`src/rtl/spi_cmd_frontend_if.sv`:
```
`timescale 1ns/1ps
// SPI command front-end bundle: raw SPI pins plus the decoder-side frame outputs.
// Latency: none, wiring only.
// Backpressure: none; the decoder must take each cmd_valid pulse as it arrives.
// Ports (slave = front-end view):
//   spi_sclk/spi_cs_n/spi_mosi in, spi_miso out             raw SPI pins, mode 0
//   cmd_word/data_word out                                  fields of the last accepted frame
//   cmd_valid/frame_err out                                 one-cycle accept / reject pulses
//   frame_cnt out                                           8-bit accepted-frame counter
interface spi_cmd_frontend_if #(
  parameter int CMD_WIDTH      = 8,
  parameter int DATAWORD_WIDTH = 16
);
  logic                      spi_sclk;
  logic                      spi_cs_n;
  logic                      spi_mosi;
  logic                      spi_miso;
  logic [CMD_WIDTH-1:0]      cmd_word;
  logic [DATAWORD_WIDTH-1:0] data_word;
  logic                      cmd_valid;
  logic                      frame_err;
  logic [7:0]                frame_cnt;

  modport slave (
    input  spi_sclk, spi_cs_n, spi_mosi,
    output spi_miso, cmd_word, data_word, cmd_valid, frame_err, frame_cnt
  );

  modport master (
    output spi_sclk, spi_cs_n, spi_mosi,
    input  spi_miso, cmd_word, data_word, cmd_valid, frame_err, frame_cnt
  );
endinterface

```
`src/rtl/spi_cmd_frontend.sv`:
```
`timescale 1ns/1ps
// Purpose: synchronise raw SPI pins, assemble 8+16-bit command frames, length-check, emit to decoder.
// Latency: cmd_valid/frame_err rises SYNC_STAGES+2 sys_clk edges after the first edge sampling cs_n high.
// Backpressure: none; one-cycle pulses, outputs hold until the next accepted frame.
// Ports: sys_clk, rst_n (async active-low) plain; everything else through bus (spi_cmd_frontend_if.slave).
// Optional: define CMD_READBACK_EN to shift the previously accepted frame out on spi_miso;
//           otherwise spi_miso is tied low.
module spi_cmd_frontend #(
  parameter int CMD_WIDTH      = 8,
  parameter int DATAWORD_WIDTH = 16,
  parameter int SYNC_STAGES    = 2
) (
  input  logic              sys_clk,
  input  logic              rst_n,
  spi_cmd_frontend_if.slave bus
);

  localparam int FRAME_BITS = CMD_WIDTH + DATAWORD_WIDTH;
  localparam int CNT_W      = $clog2(FRAME_BITS + 2);
  localparam logic [CNT_W-1:0] CNT_FULL = CNT_W'(FRAME_BITS);
  localparam logic [CNT_W-1:0] CNT_OVF  = CNT_W'(FRAME_BITS + 1);

  typedef enum logic [1:0] {IDLE, SHIFT, DONE} state_t;

  // Pin synchronisers. cs_n resets low so that a cs_n held low through reset
  // never looks like a fresh falling edge once reset releases.
  logic [SYNC_STAGES-1:0] sclk_sync_q;
  logic [SYNC_STAGES-1:0] cs_sync_q;
  logic [SYNC_STAGES-1:0] mosi_sync_q;
  logic                   sclk_hist_q;
  logic                   cs_hist_q;

  always_ff @(posedge sys_clk or negedge rst_n) begin
    if (!rst_n) begin
      sclk_sync_q <= '0;
      cs_sync_q   <= '0;
      mosi_sync_q <= '0;
      sclk_hist_q <= 1'b0;
      cs_hist_q   <= 1'b0;
    end else begin
      sclk_sync_q <= {sclk_sync_q[SYNC_STAGES-2:0], bus.spi_sclk};
      cs_sync_q   <= {cs_sync_q[SYNC_STAGES-2:0], bus.spi_cs_n};
      mosi_sync_q <= {mosi_sync_q[SYNC_STAGES-2:0], bus.spi_mosi};
      sclk_hist_q <= sclk_sync_q[SYNC_STAGES-1];
      cs_hist_q   <= cs_sync_q[SYNC_STAGES-1];
    end
  end

  logic sclk_s, cs_s, mosi_s;
  logic sclk_rise, cs_fall, cs_rise;

  assign sclk_s    = sclk_sync_q[SYNC_STAGES-1];
  assign cs_s      = cs_sync_q[SYNC_STAGES-1];
  assign mosi_s    = mosi_sync_q[SYNC_STAGES-1];
  assign sclk_rise = sclk_s & ~sclk_hist_q;
  assign cs_fall   = ~cs_s & cs_hist_q;
  assign cs_rise   = cs_s & ~cs_hist_q;

  state_t                    state_q;
  logic [FRAME_BITS-1:0]     shift_q;
  logic [CNT_W-1:0]          bit_cnt_q;
  logic [CMD_WIDTH-1:0]      cmd_word_q;
  logic [DATAWORD_WIDTH-1:0] data_word_q;
  logic                      cmd_valid_q;
  logic                      frame_err_q;
  logic [7:0]                frame_cnt_q;

  always_ff @(posedge sys_clk or negedge rst_n) begin
    if (!rst_n) begin
      state_q     <= IDLE;
      shift_q     <= '0;
      bit_cnt_q   <= '0;
      cmd_word_q  <= '0;
      data_word_q <= '0;
      cmd_valid_q <= 1'b0;
      frame_err_q <= 1'b0;
      frame_cnt_q <= '0;
    end else begin
      cmd_valid_q <= 1'b0;
      frame_err_q <= 1'b0;
      case (state_q)
        IDLE: begin
          if (cs_fall) begin
            state_q   <= SHIFT;
            shift_q   <= '0;
            bit_cnt_q <= '0;
          end
        end
        SHIFT: begin
          // cs_n rising wins over a coincident sclk edge: that edge is not a data bit.
          if (cs_rise) begin
            state_q <= DONE;
          end else if (sclk_rise) begin
            shift_q <= {shift_q[FRAME_BITS-2:0], mosi_s};
            // Saturate one past a full frame so long frames stay distinguishable.
            if (bit_cnt_q != CNT_OVF) begin
              bit_cnt_q <= bit_cnt_q + CNT_W'(1);
            end
          end
        end
        DONE: begin
          state_q <= IDLE;
          if (bit_cnt_q == CNT_FULL) begin
            cmd_word_q  <= shift_q[FRAME_BITS-1:DATAWORD_WIDTH];
            data_word_q <= shift_q[DATAWORD_WIDTH-1:0];
            cmd_valid_q <= 1'b1;
            frame_cnt_q <= frame_cnt_q + 8'd1;
          end else begin
            frame_err_q <= 1'b1;
          end
        end
        default: state_q <= IDLE;
      endcase
    end
  end

  assign bus.cmd_word  = cmd_word_q;
  assign bus.data_word = data_word_q;
  assign bus.cmd_valid = cmd_valid_q;
  assign bus.frame_err = frame_err_q;
  assign bus.frame_cnt = frame_cnt_q;

`ifdef CMD_READBACK_EN
  // Readback: snapshot of the last accepted frame, presented MSB first while the
  // host clocks in the next frame. Shift on sclk falling so the next bit is
  // settled well before the host samples on the rising edge.
  logic                  sclk_fall;
  logic [FRAME_BITS-1:0] rb_q;

  assign sclk_fall = ~sclk_s & sclk_hist_q;

  always_ff @(posedge sys_clk or negedge rst_n) begin
    if (!rst_n) begin
      rb_q <= '0;
    end else if (state_q == IDLE && cs_fall) begin
      rb_q <= {cmd_word_q, data_word_q};
    end else if (state_q == SHIFT && sclk_fall) begin
      rb_q <= {rb_q[FRAME_BITS-2:0], 1'b0};
    end
  end

  assign bus.spi_miso = (state_q == SHIFT) & rb_q[FRAME_BITS-1];
`else
  assign bus.spi_miso = 1'b0;
`endif

endmodule

```
`src/flat_wrapper.sv`:
```
// flat-port wrapper written by rule: the top's interface ports become plain ports
module spi_cmd_frontend_flat 
#(
  parameter int CMD_WIDTH      = 8,
  parameter int DATAWORD_WIDTH = 16,
  parameter int SYNC_STAGES    = 2
)
  (sys_clk, rst_n, bus_spi_sclk, bus_spi_cs_n, bus_spi_mosi, bus_spi_miso, bus_cmd_word, bus_data_word, bus_cmd_valid, bus_frame_err, bus_frame_cnt);
  spi_cmd_frontend_if #(.CMD_WIDTH(CMD_WIDTH), .DATAWORD_WIDTH(DATAWORD_WIDTH)) bus_i ();
  input  logic sys_clk;
  input  logic rst_n;
  input wire logic [$bits(bus_i.spi_sclk)-1:0] bus_spi_sclk;
  input wire logic [$bits(bus_i.spi_cs_n)-1:0] bus_spi_cs_n;
  input wire logic [$bits(bus_i.spi_mosi)-1:0] bus_spi_mosi;
  output wire logic [$bits(bus_i.spi_miso)-1:0] bus_spi_miso;
  output wire logic [$bits(bus_i.cmd_word)-1:0] bus_cmd_word;
  output wire logic [$bits(bus_i.data_word)-1:0] bus_data_word;
  output wire logic [$bits(bus_i.cmd_valid)-1:0] bus_cmd_valid;
  output wire logic [$bits(bus_i.frame_err)-1:0] bus_frame_err;
  output wire logic [$bits(bus_i.frame_cnt)-1:0] bus_frame_cnt;
  assign bus_i.spi_sclk = bus_spi_sclk;
  assign bus_i.spi_cs_n = bus_spi_cs_n;
  assign bus_i.spi_mosi = bus_spi_mosi;
  assign bus_spi_miso = bus_i.spi_miso;
  assign bus_cmd_word = bus_i.cmd_word;
  assign bus_data_word = bus_i.data_word;
  assign bus_cmd_valid = bus_i.cmd_valid;
  assign bus_frame_err = bus_i.frame_err;
  assign bus_frame_cnt = bus_i.frame_cnt;
  spi_cmd_frontend #(.CMD_WIDTH(CMD_WIDTH), .DATAWORD_WIDTH(DATAWORD_WIDTH), .SYNC_STAGES(SYNC_STAGES)) u_core (.sys_clk(sys_clk), .rst_n(rst_n), .bus(bus_i));
endmodule
```
`config.mk`:
```
export PLATFORM = sky130hd
export DESIGN_NAME = spi_cmd_frontend_flat
export DESIGN_NICKNAME = d
export VERILOG_FILES = /design/src/rtl/spi_cmd_frontend_if.sv /design/src/rtl/spi_cmd_frontend.sv /design/src/flat_wrapper.sv
export SDC_FILE = /design/constraint.sdc
export NUM_CORES = 1
export LEC_CHECK = 0
export ABC_AREA = 0
export CAP_MARGIN = 20
export CORE_ASPECT_RATIO = 2
export CORE_MARGIN = 8
export CORE_UTILIZATION = 30
export DETAILED_ROUTE_END_ITERATION = 16
export DONT_BUFFER_PORTS = 1
export PLACE_DENSITY = 0.42
export REMOVE_ABC_BUFFERS = 1
export SYNTH_ARGS = -nofsm -noshare
export SYNTH_HDL_FRONTEND = slang
export SYNTH_SLANG_ARGS = --single-unit
```
`constraint.sdc`:
```
create_clock -name sys_clk -period 1.6 [get_ports sys_clk]
set_input_delay 0.16 -clock sys_clk [delete_from_list [all_inputs] [get_ports sys_clk]]
set_output_delay 0.16 -clock sys_clk [all_outputs]
set_load 0.01 [all_outputs]
```
==> impl_metrics.prom, run 1 <==
# TYPE chip_impl_metric gauge
chip_impl_info{name="setup.worst_path.start_class",value="flip-flop"} 1
chip_impl_metric{name="gp_congestion",unit=""} 0.7778
chip_impl_metric{name="vias",unit=""} 1625
chip_impl_metric{name="maximum_fanout_along_the_worst_path",unit=""} 5
chip_impl_info{name="final_cell_mix",value="dfrtp_1, mux2_4, a22o_1"} 1
chip_impl_metric{name="clock_sink_count",unit=""} 73
chip_impl_metric{name="timing.reg2reg.worst_path_depth",unit=""} 5
chip_impl_metric{name="ir_worst_vdd",unit="mV"} 0.6625
chip_impl_metric{name="layout_cells_sized_above_1",unit=""} 0.3226
chip_impl_info{name="crit_slowest_cell",value="dfrtp_1"} 1
chip_impl_metric{name="synth_async_sr_flop_share",unit=""} 1.000
chip_impl_metric{name="cap_viol_max_count",unit=""} 0
chip_impl_metric{name="yosys_register_bits",unit=""} 73
chip_impl_metric{name="synth.top_cell.area_share",unit=""} 0.6351
chip_impl_metric{name="synth-edff-count",unit=""} 0
chip_impl_metric{name="grt_pass1_vias",unit=""} 1752
chip_impl_metric{name="setup_tns",unit="ns"} -0.01979
chip_impl_metric{name="clk_path_buf_depth",unit=""} 2
chip_impl_metric{name="pin_count",unit=""} 40
chip_impl_info{name="top_reg_cell_synth",value="dfrtp_1"} 1
chip_impl_metric{name="detailedRoute.firstIterationViolations",unit=""} 77
chip_impl_metric{name="final_hold_viol_count",unit=""} 73
chip_impl_metric{name="timing.critical_path.slowest_cell_delay",unit="ns"} 0.37
chip_impl_metric{name="globalRoute.totalOverflow",unit=""} 0
chip_impl_info{name="setup.worst_path.class",value="flip-flop to flip-flop"} 1
chip_impl_metric{name="drc",unit=""} 0
chip_impl_metric{name="synth.avg_cell_area",unit="sq um"} 15.30
chip_impl_metric{name="die_height",unit="microns"} 154.5
chip_impl_metric{name="cts_hold_buffers",unit=""} 3
chip_impl_info{name="worstPathCellList",value="and3b_1 > and4b_4 > buf_6 > clkbuf_16 > mux2_4"} 1
chip_impl_metric{name="grt_first_pass_wirelength",unit="microns"} 9432
chip_impl_info{name="violations",value="negative hold slack, negative setup slack"} 1
chip_impl_info{name="critical_path.reg2reg.endpoint",value="u_core.bus.data_word[11]$_DFFE_PN0P_"} 1
chip_impl_info{name="r2r_start",value="u_core.bit_cnt_q[2]$_DFFE_PN0P_"} 1
chip_impl_metric{name="instance_count_after_placement_with_tap_cells_included",unit=""} 292
chip_impl_metric{name="wirelength",unit="microns"} 6222
chip_impl_metric{name="maximum_number_of_pins_on_one_net_before_global_route_repair",unit=""} 74
chip_impl_metric{name="placementRows",unit=""} 50
chip_impl_metric{name="detail_route.first_pass.iterations",unit=""} 4
chip_impl_metric{name="maxClockFrequency",unit="GHz"} 0.6229
chip_impl_metric{name="crit_arrival",unit="ns"} 1.81
chip_impl_metric{name="port_buffers",unit=""} 0
chip_impl_metric{name="syn-instance-count",unit=""} 188
chip_impl_info{name="mostFrequentLayoutCell",value="dfrtp_1"} 1
chip_impl_metric{name="cts_made_buffers",unit=""} 9
chip_impl_metric{name="setup_viol",unit=""} 10
chip_impl_info{name="netlist_top_cells_area",value="dfrtp_1, mux2_4, a22o_1"} 1
chip_impl_metric{name="worstPathRequired",unit="ns"} 1.81
chip_impl_metric{name="clock-skew-final",unit="ns"} 0.007079
chip_impl_metric{name="r2r_setup_slack",unit="ns"} -0.005
chip_impl_metric{name="number_of_antenna_violations_at_the_first_check_in_global_routing",unit=""} 0
chip_impl_metric{name="die_width",unit="microns"} 85.24
chip_impl_metric{name="wl_per_cell",unit="microns"} 19.38
chip_impl_info{name="yosysTopAreaCell",value="dfrtp_1"} 1
chip_impl_metric{name="hpwlAfterDp",unit="microns"} 3948
chip_impl_metric{name="postLayoutSetupSlackWorst",unit="ns"} -0.005305
chip_impl_metric{name="final-instance-count-excl-fill",unit=""} 321
chip_impl_metric{name="synthesis.area",unit="sq um"} 2877
chip_impl_info{name="grt_setup_unrepaired",value="true"} 1
chip_impl_metric{name="leakagePower",unit="uW"} 0.001701
chip_impl_metric{name="clk_pin_slew_worst_paths",unit="ns"} 0.06
chip_impl_metric{name="routed_via_density",unit=""} 5.062
chip_impl_metric{name="seq_area_frac_synth",unit=""} 0.6351
chip_impl_metric{name="worst_hold_slack",unit="ns"} -0.4708
chip_impl_metric{name="postRouteAntennaNets",unit=""} 0
chip_impl_metric{name="globalRouteTotalUtil",unit=""} 0.09393
chip_impl_metric{name="insertion_delay",unit="ns"} 0.33
chip_impl_metric{name="yosys_warnings",unit=""} 0
chip_impl_info{name="status",value="finished with violations"} 1
chip_impl_metric{name="die-area",unit="sq um"} 13170
chip_impl_metric{name="synth.distinct_cells",unit=""} 31
chip_impl_metric{name="effective_utilization_at_floorplan",unit=""} 0.3086
chip_impl_metric{name="finalNetCount",unit=""} 221
chip_impl_info{name="worst_setup_path_end_kind",value="flip-flop"} 1
chip_impl_info{name="hp-class",value="input port to asynchronous set/reset pin"} 1
chip_impl_metric{name="layout_worst_path_cycle_share",unit=""} 1.003
chip_impl_metric{name="final.min_clock_period",unit="ns"} 1.605
chip_impl_info{name="cts_root_cell",value="clkbuf_16"} 1
chip_impl_info{name="tritoncts",value="built"} 1
chip_impl_metric{name="cellPowerDensity",unit="nW/um^2"} 1242
chip_impl_metric{name="syn2layout_area_growth",unit="%"} 23.14
chip_impl_metric{name="number_of_pins_exceeding_their_max_slew_limit_in_the_final_report",unit=""} 0
chip_impl_metric{name="num_antenna_cells",unit=""} 0
chip_impl_metric{name="h-tree-depth",unit=""} 3
chip_impl_metric{name="core_region_area",unit="sq um"} 9321
==> worst max-delay path by stage <==
stage / cells past startpoint / start / slack, ns / to
floorplan: 3 / u_core.bit_cnt_q[2]$_DFFE_PN0P_ / -0.74 / u_core.bus.data_word[12]$_DFFE_PN0P_
global placement: 5 / u_core.bit_cnt_q[1]$_DFFE_PN0P_ / 0.05 / u_core.bus.cmd_word[6]$_DFFE_PN0P_
detailed placement: 5 / u_core.bit_cnt_q[1]$_DFFE_PN0P_ / -0.02 / u_core.bus.cmd_word[6]$_DFFE_PN0P_
CTS: 5 / u_core.bit_cnt_q[1]$_DFFE_PN0P_ / 0.003 / u_core.bus.cmd_word[6]$_DFFE_PN0P_
global route: 7 / u_core.bit_cnt_q[0]$_DFFE_PN0P_ / -0.05 / u_core.bus.frame_cnt[4]$_DFFE_PN0P_
finish: 5 / u_core.bit_cnt_q[2]$_DFFE_PN0P_ / -0.005 / u_core.bus.data_word[11]$_DFFE_PN0P_
==> cells by family after synthesis <==
group / synth area share
DFF: 0.6351
AOI/OAI and AO/OA: 0.09961
and+or+nand+nor: 0.05872
muxes: 0.1335
buffers and inverters: 0.03306
xor gates and xnor gates: 0.02131
adders and majority gates: 0.01740
other: 0.001304
==> registers in the layout (all words and copies together) (netlist names), 2 cells and up <==
name,flops
u_core.shift_q,24
u_core.bus.data_word,16
u_core.bus.cmd_word,8
u_core.bus.frame_cnt,8
u_core.bit_cnt_q,5
u_core.cs_sync_q,2
u_core.mosi_sync_q,2
u_core.sclk_sync_q,2
u_core.state_q,2
==> through the flow <==
step                total power (uW)    util  setup WS [ns]  area (sq um)
detailed placement              2326  0.3248       -0.01856          3028
global route                    4597  0.3800       -0.05183          3542
global placement                2299  0.3248        0.04946          3028
finish                          4399  0.3800      -0.005305          3542
CTS                             4368  0.3608       0.002896          3363
floorplan                       2179       -        -0.7438          2789
==> what timing repair did <==
| item | 4_1_cts | 5_1_grt |
|---|---|---|
| buffers inserted | 0 | 7 |
| gates cloned | 0 | 3 |
| resized for setup | 1 | 16 |
| endpoints found under the setup margin | 16 | 23 |
| endpoints found under the hold margin | 76 | 73 |
| pin swaps | 0 | 2 |
==> worst max-delay path, delay by kind of cell, from the launching register on <==
family / cells / cell delay, ns
flops: 1 / 0.37
buf+inv: 2 / 0.26
simple gates: 2 / 0.56
mux: 1 / 0.29
==> cell usage after synthesis, types with 2 or more instances <==
library cell   n
nand3_1        3
xnor2_1        6
buf_6          4
and3_1         4
buf_4          3
mux2_4        22
and2_1         4
mux2_2         3
nand2_1        4
nor2b_1        2
inv_1          2
a21oi_1        2
o22a_1         2
nand2b_1       3
mux2i_1        2
o21ai_0        3
buf_2          4
nor2_1         3
a22o_1        24
ha_1           4
dfrtp_1       73
nand4_1        2
==> metal layers <==
metal | GRT usage | share of wire | vias to the layer above | routed length (microns)
li1 | - | - | 715 | -
met1 | 0.09755 | 0.39 | 860 | 2409
met2 | 0.1574 | 0.54 | 44 | 3375
met3 | 0.03344 | 0.055 | 6 | 342
met4 | 0.05651 | 0.015 | 0 | 95
met5 | 0 | 0 | - | 0
==> cell type report <==
cell class | instances | area (sq um)
Multi-Input combinational cell | 102 | 987.2
Clock inverter | 6 | 66.31
Timing Repair Buffer | 24 | 284.0
Tap cell | 104 | 130.1
Fill cell | 878 | 5779
Sequential cell | 73 | 1828
Clock buffer | 10 | 239.0
Inverter | 2 | 7.507
==> power breakdown <==
part	leakage (uW)	total, uW	internal [uW]	switching [uW]
logic	0.000557	408	215	193
registers	0.000991	1980	1920	56.8
clock network	0.000153	2010	1250	760
total	0.00170	4400	3390	1010
No activity file was read; power rests on OpenSTA's default activity.
==> run 2: changes to the inputs <==
Settings changed: CAP_MARGIN 20 to unset, PLACE_DENSITY 0.42 to unset, PLACE_DENSITY_LB_ADDON set to 0.15.
==> impl_metrics.prom, run 2 (synthesis gave the netlist of run 1 again) <==
# TYPE chip_impl_metric gauge
chip_impl_metric{name="timing.reg2reg.worst_path_depth",unit=""} 5
chip_impl_metric{name="globalRouteTotalUtil",unit=""} 0.09622
chip_impl_info{name="final_cell_mix",value="dfrtp_1, mux2_4, a22o_1"} 1
chip_impl_metric{name="multi_input_combinational_cell_area",unit="sq um"} 992.2
chip_impl_metric{name="relative_contribution_of_the_clock_network_to_total_power",unit=""} 0.447
chip_impl_info{name="worstPathCellList",value="and3b_2 > and4b_4 > buf_12 > clkbuf_16 > mux2_4"} 1
chip_impl_metric{name="number_of_pins_exceeding_their_max_slew_limit_in_the_final_report",unit=""} 0
chip_impl_metric{name="insertion_delay",unit="ns"} 0.32
chip_impl_metric{name="setup_tns",unit="ns"} 0
chip_impl_metric{name="die-area",unit="sq um"} 13170
chip_impl_metric{name="die_height",unit="microns"} 154.5
chip_impl_metric{name="cell_internal_pwr",unit="uW"} 3325
chip_impl_metric{name="pin_count",unit=""} 40
chip_impl_metric{name="grt_pass1_vias",unit=""} 1775
chip_impl_metric{name="setup_viol",unit=""} 0
chip_impl_metric{name="routed_via_density",unit=""} 4.968
chip_impl_metric{name="maximum_number_of_pins_on_one_net_before_global_route_repair",unit=""} 74
chip_impl_metric{name="core_region_area",unit="sq um"} 9321
chip_impl_info{name="status",value="finished with violations"} 1
chip_impl_metric{name="final_hold_viol_count",unit=""} 73
chip_impl_metric{name="fin_total_pwr",unit="uW"} 4284
chip_impl_metric{name="syn2layout_area_growth",unit="%"} 21.44
chip_impl_metric{name="clk_pin_slew_worst_paths",unit="ns"} 0.05
chip_impl_info{name="timing.critical_path.from",value="u_core.bit_cnt_q[2]$_DFFE_PN0P_"} 1
chip_impl_metric{name="clock_sink_count",unit=""} 73
chip_impl_metric{name="grtUsageMet3",unit=""} 0.04034
chip_impl_info{name="mostFrequentLayoutCell",value="dfrtp_1"} 1
chip_impl_metric{name="placementRows",unit=""} 50
chip_impl_metric{name="power.share.switching",unit=""} 0.2238
chip_impl_metric{name="cts_hold_buffers",unit=""} 3
chip_impl_metric{name="worstPathRequired",unit="ns"} 1.81
chip_impl_metric{name="effective_utilization_at_floorplan",unit=""} 0.3086
chip_impl_metric{name="grt_first_pass_wirelength",unit="microns"} 9742
chip_impl_metric{name="grt_use_met2",unit=""} 0.1484
chip_impl_metric{name="timing.critical_path.slowest_cell_delay",unit="ns"} 0.37
chip_impl_metric{name="final.min_clock_period",unit="ns"} 1.585
chip_impl_metric{name="clock-skew-final",unit="ns"} 0.004085
chip_impl_metric{name="cellPowerDensity",unit="nW/um^2"} 1226
chip_impl_metric{name="vias",unit=""} 1565
chip_impl_info{name="top_usage_layer",value="met2"} 1
chip_impl_metric{name="combPwrFrac",unit=""} 0.093
chip_impl_metric{name="hpwlAfterDp",unit="microns"} 3711
chip_impl_metric{name="seq_power_share",unit=""} 0.461
chip_impl_metric{name="cap_viol_max_count",unit=""} 0
chip_impl_metric{name="total_switching_power",unit="uW"} 958.6
chip_impl_metric{name="globalRouteMet1Util",unit=""} 0.1076
chip_impl_metric{name="wirelength",unit="microns"} 5649
chip_impl_info{name="cts_root_cell",value="clkbuf_16"} 1
chip_impl_metric{name="postRouteAntennaNets",unit=""} 0
chip_impl_info{name="worst_setup_path_end_kind",value="flip-flop"} 1
chip_impl_metric{name="crit_arrival",unit="ns"} 1.79
chip_impl_info{name="r2r_start",value="u_core.bit_cnt_q[2]$_DFFE_PN0P_"} 1
chip_impl_metric{name="ff_latch_area",unit="sq um"} 1828
chip_impl_metric{name="detailedRoute.firstIterationViolations",unit=""} 107
chip_impl_metric{name="gp_congestion",unit=""} 0.7468
chip_impl_metric{name="layout_worst_path_cycle_share",unit=""} 0.9908
chip_impl_metric{name="clk_path_buf_depth",unit=""} 2
chip_impl_info{name="crit_slowest_cell",value="dfrtp_1"} 1
chip_impl_metric{name="leakagePower",unit="uW"} 0.001668
chip_impl_metric{name="r2r_setup_slack",unit="ns"} 0.01
chip_impl_metric{name="port_buffers",unit=""} 0
chip_impl_metric{name="maximum_fanout_along_the_worst_path",unit=""} 4
chip_impl_metric{name="wl_per_cell",unit="microns"} 17.93
chip_impl_info{name="tritoncts",value="built"} 1
chip_impl_metric{name="finalNetCount",unit=""} 215
chip_impl_metric{name="layout_cells_sized_above_1",unit=""} 0.3033
chip_impl_metric{name="path_depth",unit=""} 5
chip_impl_metric{name="h-tree-depth",unit=""} 3
chip_impl_metric{name="maxClockFrequency",unit="GHz"} 0.6308
chip_impl_metric{name="largest_reg_flops",unit=""} 24
chip_impl_metric{name="cts_made_buffers",unit=""} 9
chip_impl_info{name="setup.worst_path.start_class",value="flip-flop"} 1
chip_impl_metric{name="fillCellCount",unit=""} 874
chip_impl_info{name="violations",value="negative hold slack"} 1
chip_impl_info{name="crit_family",value="simple AND/OR/NAND/NOR gates"} 1
chip_impl_metric{name="num_antenna_cells",unit=""} 0
chip_impl_metric{name="number_of_antenna_violations_at_the_first_check_in_global_routing",unit=""} 0
chip_impl_metric{name="path_buf_inv",unit=""} 2
chip_impl_metric{name="worst_hold_slack",unit="ns"} -0.4670
chip_impl_info{name="grt_setup_unrepaired",value="true"} 1
chip_impl_info{name="setup.worst_path.class",value="flip-flop to flip-flop"} 1
chip_impl_info{name="crit_path_end",value="u_core.bus.cmd_word[6]$_DFFE_PN0P_"} 1
chip_impl_metric{name="globalRoute.totalOverflow",unit=""} 0
chip_impl_metric{name="detail_route.first_pass.iterations",unit=""} 4
chip_impl_metric{name="drc",unit=""} 0
chip_impl_metric{name="die_width",unit="microns"} 85.24
chip_impl_info{name="critical_path.reg2reg.endpoint",value="u_core.bus.cmd_word[6]$_DFFE_PN0P_"} 1
chip_impl_info{name="registers.top_by_ff_count",value="u_core.shift_q"} 1
chip_impl_info{name="hp-class",value="input port to asynchronous set/reset pin"} 1
chip_impl_metric{name="ir_worst_vdd",unit="mV"} 0.5504
[run 2: cell types whose count changed in the layout (fill, tap and decap cells not counted), sizes merged]
cell      before  now
buf           18   14
clkbuf        13   12
clkinv         4    3
clkinvlp       0    1
inv            3    2
[run 2: worst min path at each step]
stage               start                                  end  slack (ns)
finish              rst_n       u_core.bus.cmd_valid$_DFF_PN0_       -0.47
global route        rst_n  u_core.bus.frame_cnt[7]$_DFFE_PN0P_       -0.49
CTS                 rst_n   u_core.bus.cmd_word[0]$_DFFE_PN0P_       -0.49
detailed placement  rst_n       u_core.bus.cmd_valid$_DFF_PN0_       -0.13
global placement    rst_n       u_core.bus.frame_err$_DFF_PN0_       -0.13
floorplan           rst_n      u_core.bit_cnt_q[0]$_DFFE_PN0P_       -0.14
[run 2: cell type report]
class,count,area share
Clock inverter,5,0.01612
Tap cell,104,0.03725
Sequential cell,73,0.5233
Clock buffer,11,0.06662
Inverter,2,0.002149
Multi-Input combinational cell,102,0.2840
Timing Repair Buffer,18,0.07056
[run 2: layer usage]
metal	vias up	wire length, microns
met5	-	0
met4	0	123
met3	8	441
met2	35	2876
met1	812	2208
li1	710	-
[run 2: metrics by stage]
step	instances	util	setup slack (ns)	hold WS [ns]	cell area (sq um)
after floorplan	177	-	-0.7438	-0.1356	2789
after global placement	291	0.3267	0.03724	-0.1332	3045
after detailed placement	291	0.3267	-0.02906	-0.1318	3045
after CTS	315	0.3690	0.001876	-0.4889	3440
after global routing	315	0.3748	-0.02859	-0.4906	3493
final	315	0.3748	0.01466	-0.4670	3493
[run 2: worst reg2reg max path, stage by stage, from the launching register on]
cell,delay [ns]
dfrtp_1,0.37
and3b_2,0.25
and4b_4,0.28
buf_12,0.14
clkbuf_16,0.14
mux2_4,0.29
[run 2: power by group through the flow]
stage	sequential [uW]	clock, uW	combinational [uW]
finish	1970	1910	398
global route	1980	2090	444
CTS	1970	1980	370
detailed placement	2000	0	335
global placement	2000	0	304
floorplan	2000	0	177
[run 2: timing repair]
| item | 4_1_cts | 5_1_grt |
|---|---|---|
| endpoints found under the hold margin | 76 | 73 |
| cloned | 1 | 1 |
| resized for setup | 6 | 8 |
| pin swaps | 0 | 2 |
| setup endpoints to repair | 18 | 28 |
| setup buffers | 4 | 0 |
==> run 3: changes to the inputs <==
Settings changed: CELL_PAD_IN_SITES_DETAIL_PLACEMENT set to 0, CELL_PAD_IN_SITES_GLOBAL_PLACEMENT set to 1.
==> impl_metrics.prom, run 3 (synthesis gave the netlist of run 1 again) <==
# TYPE chip_impl_metric gauge
chip_impl_info{name="registers.top_by_ff_count",value="u_core.shift_q"} 1
chip_impl_info{name="cts_root_cell",value="clkbuf_16"} 1
chip_impl_metric{name="die-area",unit="sq um"} 13170
chip_impl_info{name="hp-class",value="input port to asynchronous set/reset pin"} 1
chip_impl_info{name="violations",value="negative hold slack"} 1
chip_impl_info{name="r2r_start",value="u_core.bit_cnt_q[2]$_DFFE_PN0P_"} 1
chip_impl_metric{name="hpwlAfterDp",unit="microns"} 3826
chip_impl_metric{name="total_switching_power",unit="uW"} 920.6
chip_impl_metric{name="wl_per_cell",unit="microns"} 18.26
chip_impl_info{name="setup.worst_path.start_class",value="flip-flop"} 1
chip_impl_metric{name="effective_utilization_at_floorplan",unit=""} 0.3086
chip_impl_metric{name="final.min_clock_period",unit="ns"} 1.555
chip_impl_metric{name="detail_route.first_pass.iterations",unit=""} 4
chip_impl_metric{name="insertion_delay",unit="ns"} 0.32
chip_impl_metric{name="wirelength",unit="microns"} 5678
chip_impl_metric{name="maximum_number_of_pins_on_one_net_before_global_route_repair",unit=""} 74
chip_impl_metric{name="h-tree-depth",unit=""} 3
chip_impl_metric{name="maximum_fanout_along_the_worst_path",unit=""} 19
chip_impl_metric{name="power.share.switching",unit=""} 0.2090
chip_impl_metric{name="die_height",unit="microns"} 154.5
chip_impl_metric{name="leakagePower",unit="uW"} 0.001636
chip_impl_metric{name="worst_hold_slack",unit="ns"} -0.4729
chip_impl_metric{name="fin_area",unit="sq um"} 3402
chip_impl_info{name="crit_slowest_cell",value="dfrtp_1"} 1
chip_impl_metric{name="clock_sink_count",unit=""} 73
chip_impl_metric{name="grt_use_met2",unit=""} 0.1525
chip_impl_info{name="final_cell_mix",value="dfrtp_1, mux2_4, a22o_1"} 1
chip_impl_info{name="tritoncts",value="built"} 1
chip_impl_metric{name="port_buffers",unit=""} 0
chip_impl_metric{name="seq_power_share",unit=""} 0.449
chip_impl_metric{name="crit_arrival",unit="ns"} 1.76
chip_impl_metric{name="clock-skew-final",unit="ns"} 0.005773
chip_impl_metric{name="placed_area",unit="sq um"} 3028
chip_impl_metric{name="pin_count",unit=""} 40
chip_impl_metric{name="cap_viol_max_count",unit=""} 0
chip_impl_metric{name="grt_pass1_vias",unit=""} 1740
chip_impl_metric{name="num_antenna_cells",unit=""} 0
chip_impl_metric{name="cell_internal_pwr",unit="uW"} 3484
chip_impl_metric{name="path_buf_inv",unit=""} 1
chip_impl_metric{name="vias",unit=""} 1556
chip_impl_metric{name="setup_tns",unit="ns"} 0
chip_impl_metric{name="drc",unit=""} 0
chip_impl_metric{name="relative_contribution_of_the_clock_network_to_total_power",unit=""} 0.477
chip_impl_metric{name="number_of_antenna_violations_at_the_first_check_in_global_routing",unit=""} 0
chip_impl_metric{name="layout_worst_path_cycle_share",unit=""} 0.9722
chip_impl_metric{name="postRouteAntennaNets",unit=""} 0
chip_impl_metric{name="fillCellCount",unit=""} 892
chip_impl_metric{name="postLayoutSetupSlackWorst",unit="ns"} 0.04454
chip_impl_metric{name="setup_viol",unit=""} 0
chip_impl_metric{name="number_of_pins_exceeding_their_max_slew_limit_in_the_final_report",unit=""} 0
chip_impl_info{name="critical_path.reg2reg.endpoint",value="u_core.bus.data_word[6]$_DFFE_PN0P_"} 1
chip_impl_metric{name="largest_reg_flops",unit=""} 24
chip_impl_metric{name="worst_slack_at_placement",unit="ns"} -0.002636
chip_impl_metric{name="finalNetCount",unit=""} 212
chip_impl_info{name="status",value="finished with violations"} 1
chip_impl_metric{name="r2r_setup_slack",unit="ns"} 0.04
chip_impl_metric{name="path_depth",unit=""} 4
chip_impl_metric{name="core_region_area",unit="sq um"} 9321
chip_impl_info{name="worstPathCellList",value="and3b_1 > and4b_2 > buf_12 > mux2_4"} 1
chip_impl_metric{name="gp_congestion",unit=""} 0.7432
chip_impl_metric{name="globalRouteMet1Util",unit=""} 0.09751
chip_impl_metric{name="layout_cells_sized_above_1",unit=""} 0.2802
chip_impl_metric{name="detailedRoute.firstIterationViolations",unit=""} 69
chip_impl_metric{name="placementRows",unit=""} 50
chip_impl_metric{name="final_hold_viol_count",unit=""} 73
chip_impl_metric{name="clk_path_buf_depth",unit=""} 2
chip_impl_info{name="worst_setup_path_end_kind",value="flip-flop"} 1
chip_impl_metric{name="timing.critical_path.slowest_cell_delay",unit="ns"} 0.38
chip_impl_metric{name="globalRouteTotalUtil",unit=""} 0.09314
chip_impl_info{name="top_usage_layer",value="met2"} 1
chip_impl_metric{name="syn2layout_area_growth",unit="%"} 18.27
chip_impl_metric{name="maxClockFrequency",unit="GHz"} 0.6429
chip_impl_metric{name="grtUsageMet3",unit=""} 0.03822
chip_impl_metric{name="cts_made_buffers",unit=""} 9
chip_impl_metric{name="routed_via_density",unit=""} 5.003
chip_impl_metric{name="worstPathRequired",unit="ns"} 1.81
chip_impl_info{name="setup.worst_path.class",value="flip-flop to flip-flop"} 1
chip_impl_metric{name="timing.reg2reg.worst_path_depth",unit=""} 4
chip_impl_metric{name="final-instance-count-excl-fill",unit=""} 311
chip_impl_metric{name="combPwrFrac",unit=""} 0.074
chip_impl_info{name="crit_family",value="simple AND/OR/NAND/NOR gates"} 1
chip_impl_metric{name="globalRoute.totalOverflow",unit=""} 0
chip_impl_metric{name="cts_hold_buffers",unit=""} 3
chip_impl_metric{name="clk_pin_slew_worst_paths",unit="ns"} 0.06
chip_impl_metric{name="grt_first_pass_wirelength",unit="microns"} 9204
chip_impl_metric{name="die_width",unit="microns"} 85.24
chip_impl_info{name="mostFrequentLayoutCell",value="dfrtp_1"} 1
chip_impl_metric{name="instance_count_after_placement_with_tap_cells_included",unit=""} 292
chip_impl_metric{name="ir_worst_vdd",unit="mV"} 0.6474
chip_impl_metric{name="cellPowerDensity",unit="nW/um^2"} 1295
## run 3: changes by cell type in the layout (fill, tap and decap cells not counted), sizes merged
cell / delta
clkinvlp: -1
clkinv: -2
buf: -2
bufinv: +1
## run 3: how the worst max path moves through the flow
stage | from | end | slack [ns]
after floorplan | u_core.bit_cnt_q[2]$_DFFE_PN0P_ | u_core.bus.data_word[12]$_DFFE_PN0P_ | -0.74
after global placement | u_core.bit_cnt_q[1]$_DFFE_PN0P_ | u_core.bus.data_word[12]$_DFFE_PN0P_ | 0.04
after detailed placement | u_core.bit_cnt_q[1]$_DFFE_PN0P_ | u_core.bus.data_word[13]$_DFFE_PN0P_ | -0.003
after CTS | u_core.bit_cnt_q[2]$_DFFE_PN0P_ | u_core.bus.data_word[13]$_DFFE_PN0P_ | 0.01
after global routing | u_core.bit_cnt_q[2]$_DFFE_PN0P_ | u_core.bus.data_word[8]$_DFFE_PN0P_ | -0.003
final | u_core.bit_cnt_q[2]$_DFFE_PN0P_ | u_core.bus.data_word[6]$_DFFE_PN0P_ | 0.04
## run 3: per-layer routing
metal | part of all wire | up-vias | wire, microns
li1 | - | 695 | -
met1 | 0.40 | 813 | 2259
met5 | 0 | - | 0
met2 | 0.52 | 39 | 2938
met4 | 0.021 | 0 | 121
met3 | 0.063 | 9 | 359
## run 3: final cells by class
| cell class | instances | area, sq um | share of cell area |
|---|---|---|---|
| multi-input combinational | 102 | 978.4 | 0.2876 |
| sequential | 73 | 1829 | 0.5377 |
| clock inverter | 3 | 65.06 | 0.01912 |
| inverter | 2 | 7.507 | 0.002207 |
| timing repair buffer | 15 | 145.1 | 0.04266 |
| clock buffer | 12 | 246.5 | 0.07245 |
| tap | 104 | 130.1 | 0.03825 |
## run 3: what timing repair did
item                                   4_1_cts  5_1_grt
pin swaps                                    0        0
resized for setup                            1        8
cloned                                       0        0
buffers inserted                             0        1
setup endpoints to repair                    3       18
endpoints found under the hold margin       76       73
## run 3: power by group through the flow
stage / sequential (uW) / clock [uW] / combinational (uW)
floorplan: 2000 / 0 / 177
global placement: 2000 / 0 / 298
detailed placement: 2010 / 0 / 313
CTS: 1980 / 2170 / 321
global route: 1990 / 2240 / 364
finish: 1980 / 2100 / 325
## run 3: metrics by stage
step           power [uW]  utilization  hold WS [ns]
2_1_floorplan        2179            -       -0.1356
3_3_place_gp         2298       0.3248       -0.1327
3_5_place_dp         2320       0.3248       -0.1317
4_1_cts              4471       0.3615       -0.4877
5_1_grt              4589       0.3650       -0.4922
6_report             4405       0.3650       -0.4729
